### src/rtl/sipo_frame_rx.sv
// Serial-in, parallel-out frame receiver for an LSB-first stream.
// Each completed WIDTH-bit word goes into a single-entry valid/ready buffer, with sticky overrun and restart flags.
module sipo_frame_rx #(
  parameter int WIDTH = 4,
  parameter int CW    = 3
) (
  input  logic             clk_i,
  input  logic             rst_i,
  input  logic             si_i,
  input  logic             si_en_i,
  input  logic             start_i,
  input  logic             clr_err_i,
  input  logic             pready_i,
  output logic [WIDTH-1:0] pdata_o,
  output logic             pvalid_o,
  output logic             busy_o,
  output logic             overrun_o,
  output logic             frame_err_o
);

  // state | meaning
  // IDLE  | waiting for a qualified start bit
  // SHIFT | frame in progress, bit counter holds the index of the next bit
  localparam logic [0:0] ST_IDLE  = 1'b0;
  localparam logic [0:0] ST_SHIFT = 1'b1;

  localparam logic [CW-1:0] LAST_IDX = CW'(WIDTH - 1);

  logic [0:0]       state_q, state_d;
  logic [CW-1:0]    cnt_q, cnt_d;
  logic [WIDTH-1:0] sr_q, sr_d;
  logic [WIDTH-1:0] pdata_q, pdata_d;
  logic             pvalid_q, pvalid_d;
  logic             overrun_q, overrun_d;
  logic             frame_err_q, frame_err_d;

  logic             in_frame;
  logic             sample;
  logic             resync;
  logic             frame_restart;
  logic             last_bit;
  logic             drop_word;
  logic [CW-1:0]    bit_idx;
  logic [WIDTH-1:0] sr_shift;

  // The oldest bit falls out of the shift on the completing edge and is never read.
  logic             unused_sr_lsb;
  assign unused_sr_lsb = sr_q[0];

  assign in_frame = (state_q == ST_SHIFT);

  always_comb begin
    resync        = si_en_i & start_i;
    sample        = si_en_i & (start_i | in_frame);
    frame_restart = resync & in_frame;
    bit_idx       = resync ? '0 : cnt_q;
    last_bit      = sample & (bit_idx == LAST_IDX);
    sr_shift      = {si_i, (resync ? {(WIDTH-1){1'b0}} : sr_q[WIDTH-1:1])};
  end

  always_comb begin
    state_d = state_q;
    cnt_d   = cnt_q;
    sr_d    = sr_q;
    if (sample) begin
      sr_d = sr_shift;
      if (last_bit) begin
        state_d = ST_IDLE;
        cnt_d   = '0;
      end else begin
        state_d = ST_SHIFT;
        cnt_d   = bit_idx + CW'(1);
      end
    end
  end

  // A completed word is loaded only if the buffer is empty or draining this edge.
  always_comb begin
    pdata_d   = pdata_q;
    pvalid_d  = pvalid_q;
    drop_word = 1'b0;
    if (last_bit) begin
      if (!pvalid_q || pready_i) begin
        pdata_d  = sr_shift;
        pvalid_d = 1'b1;
      end else begin
        drop_word = 1'b1;
      end
    end else if (pvalid_q && pready_i) begin
      pvalid_d = 1'b0;
    end
  end

  always_comb begin
    overrun_d   = overrun_q;
    frame_err_d = frame_err_q;
    if (clr_err_i) begin
      overrun_d   = 1'b0;
      frame_err_d = 1'b0;
    end
    if (drop_word) begin
      overrun_d = 1'b1;
    end
    if (frame_restart) begin
      frame_err_d = 1'b1;
    end
  end

  always_ff @(posedge clk_i or posedge rst_i) begin
    if (rst_i) begin
      state_q     <= ST_IDLE;
      cnt_q       <= '0;
      sr_q        <= '0;
      pdata_q     <= '0;
      pvalid_q    <= 1'b0;
      overrun_q   <= 1'b0;
      frame_err_q <= 1'b0;
    end else begin
      state_q     <= state_d;
      cnt_q       <= cnt_d;
      sr_q        <= sr_d;
      pdata_q     <= pdata_d;
      pvalid_q    <= pvalid_d;
      overrun_q   <= overrun_d;
      frame_err_q <= frame_err_d;
    end
  end

  assign pdata_o     = pdata_q;
  assign pvalid_o    = pvalid_q;
  assign busy_o      = in_frame;
  assign overrun_o   = overrun_q;
  assign frame_err_o = frame_err_q;

endmodule
### config.mk
export PLATFORM = sky130hd
export DESIGN_NAME = sipo_frame_rx
export DESIGN_NICKNAME = d
export VERILOG_FILES = /design/src/rtl/sipo_frame_rx.sv
export SDC_FILE = /design/constraint.sdc
export NUM_CORES = 1
export LEC_CHECK = 0
export CORE_MARGIN = 3
export CORE_UTILIZATION = 35
export CTS_CLUSTER_DIAMETER = 200
export DETAILED_ROUTE_END_ITERATION = 10
export SYNTH_ARGS = -nofsm -noshare
export SYNTH_HDL_FRONTEND = slang
export SYNTH_SLANG_ARGS = --single-unit
export TNS_END_PERCENT = 10
### constraint.sdc
create_clock -name clk_i -period 2.99 [get_ports clk_i]
set_input_delay 0.598 -clock clk_i [delete_from_list [all_inputs] [get_ports clk_i]]
set_output_delay 0.598 -clock clk_i [all_outputs]
set_load 0.005 [all_outputs]
==> flow_summary.ini <==
[outcome]
outcome = completed

[route]
drt_iter0_drc = 7
antenna_left = 0
drt-total-wl_mm = 1.27
route.detailed.drc = 0
vias = 499
dr.pass1.iters = 4
routedWlPerCell_um = 12.0
viasPerCell = 4.71

[clock_network]
numClockSinks = 14
htreeDepth = 1
clk_pin_slew_worst_paths_ns = 0.08
cts_buffer_depth = 2
clk_latency_ns = 0.28
cts_setup_buffers = 0
cts_tree = yes
cts_resized = 0
numCtsBuffers = 3
clk_root_buffer_cell = clkbuf_4
ctsHoldBuffers = 0

[cells_and_area]
post-route-util = 0.488
drive_gt1_frac = 0.136
finalNonFillerCells = 106
n_antenna_cell = 0
area_growth_pct = 27.5
nets = 91

[global_route]
track_usage = 0.112
grt_pass1_vias = 491
grt_overflow = 0
grt_max_degree = 15
grt_pass1_wl_mm = 2.15
antenna_found_initial = 0

[timing]
rsz0062_at_grt = no
worst_slew_pin_slew_ns = 0.542
hold_violations = 0
fmax_mhz = 397
setup_tns_ns = 0
period_share = 0.842
drv_slew = 0
layout_min_cycle_time_ns = 2.52
setup_viol = 0
slew_headroom = 0.638
finalClockSkew_ns = 0.00108

[synthesis]
synth_enable_flop_cells = 0
avgSynthCellArea_um2 = 10.5
yosysWarnings = 0
syn_nets = 74
synth_commonest_cells = dfrtp_1, nand2_1, inv_1
yosys-top-cells-area = dfrtp_1, nand2_1, mux2i_1
async_flop_share = 1.00
synth.distinct_cells = 21
syn_inst = 65
synth-seq-cells = 14
synth_most_common_cell = dfrtp_1
ys_seq_area_frac = 0.514
synth_top_cell_by_area = dfrtp_1
netlist_area_um2 = 682
synth_top_area_frac = 0.514
synth_ff_type = dfrtp_1

[worst_setup_path]
r2r_setup_slack_ns = 1.18
worstPathMaxFanout = 7
worstPathArrival_ns = 2.69
max_stage_delay_ns = 0.55
startpoint_type = primary input
crit_path_cell_trace = clkdlybuf4s50_1, nand2_1, and2_1, ha_1, ha_1, o211ai_4, nor2b_2, mux2_4
endpoint_kind = flop
slowest_stage = clkdlybuf4s50_1
cp_data_required_time_ns = 3.16
critical_path_class = primary input to flop
cpMostUsedCell = ha_1

[pwr]
cellLeakagePower_nw = 0.386
power_density_nw_per_um2 = 741
ir_drop_mv = 0.400

[floorplanning]
die_w_um = 50.1
num_rows = 15
ios = 15
core_um2 = 1780
fp.dieH_um = 50.1
die_area_um2 = 2510
initial_core_util = 0.382

[placement]
io_buffers = 14
dp_hpwl_um = 882
place_congestion = 0.722
place_inst = 102

[run]
maxCapViolCount = 0

[hold_path]
hp-class = flop to flop
## per-stage QoR
stage                     instance area [µm²]  hold WS (ns)  setup WS [ns]  total power, mW
after floorplan                           682         0.442          0.831            0.418
after global placement                    833         0.461          0.188            0.506
after detailed placement                  833         0.469          0.192            0.512
after CTS                                 870         0.489          0.465            0.652
after global routing                      870         0.523          0.368            0.692
final                                     870         0.489          0.473            0.644
## final timing paths
kind | end | startpoint | depth (start not counted)
max | pdata_o[3] | si_en_i | 8
min | cnt_q[1] | cnt_q[1] | 2
max reg2reg | pdata_o[3] | cnt_q[0] | 7
min reg2reg | cnt_q[1] | cnt_q[1] | 2
max in group asynchronous | cnt_q[1] | rst_i | 2
min in group asynchronous | pvalid_o | rst_i | 2
## layout by cell type, fill, tap and decap left out, types with 3 or more instances in the layout
cell type / instances
dfrtp_1: 14
clkdlybuf4s50_1: 14
nand2_1: 11
inv_1: 8
a21oi_1: 4
nand2b_1: 3
mux2i_1: 3
o21ai_0: 3
clkbuf_4: 3
## kinds of logic after synthesis
| group | synth area share |
|---|---|
| simple gates | 0.125 |
| flops | 0.514 |
| fa+ha+maj | 0.0367 |
| compound gates | 0.147 |
| buf+inv | 0.0954 |
| mux | 0.0826 |
## per-layer routing
metal | up-vias | track usage | wire length (µm) | share of wire
met4 | 0 | 0.0691 | 15 | 0.012
met1 | 228 | 0.137 | 594 | 0.47
met3 | 4 | 0.0237 | 73 | 0.058
li1 | 245 | - | - | -
met2 | 22 | 0.178 | 585 | 0.46
met5 | - | 0 | 0 | 0
## registers in the layout, indices dropped and copies added (netlist names)
signal	count
pdata_o	4
cnt_q	3
sr_q	3
busy_o	1
frame_err_o	1
overrun_o	1
pvalid_o	1
## critical path: cells and delay by family
| kind | cells | cell delay (ns) |
|---|---|---|
| adder cells (fa/ha/maj) | 2 | 0.44 |
| AO/OA/AOI/OAI | 1 | 0.12 |
| multiplexers | 1 | 0.33 |
| buffers and inverters | 1 | 0.55 |
| AND/OR/NAND/NOR | 3 | 0.65 |
## where the power goes
group / internal [mW] / switching [mW] / total, mW / leakage, nW
clock: 0.0741 / 0.0619 / 0.136 / 0.0210
combinational: 0.131 / 0.0852 / 0.216 / 0.190
sequential: 0.250 / 0.0424 / 0.292 / 0.175
## cell type report
class	instances	area (µm²)
tap	25	31.3
timing repair buffer	16	155
fill	164	913
clock buffer	4	36.3
multi-input combinational	39	267
inverter	8	30.0
sequential	14	350
Note: power is estimated with default switching activity, not from simulation.
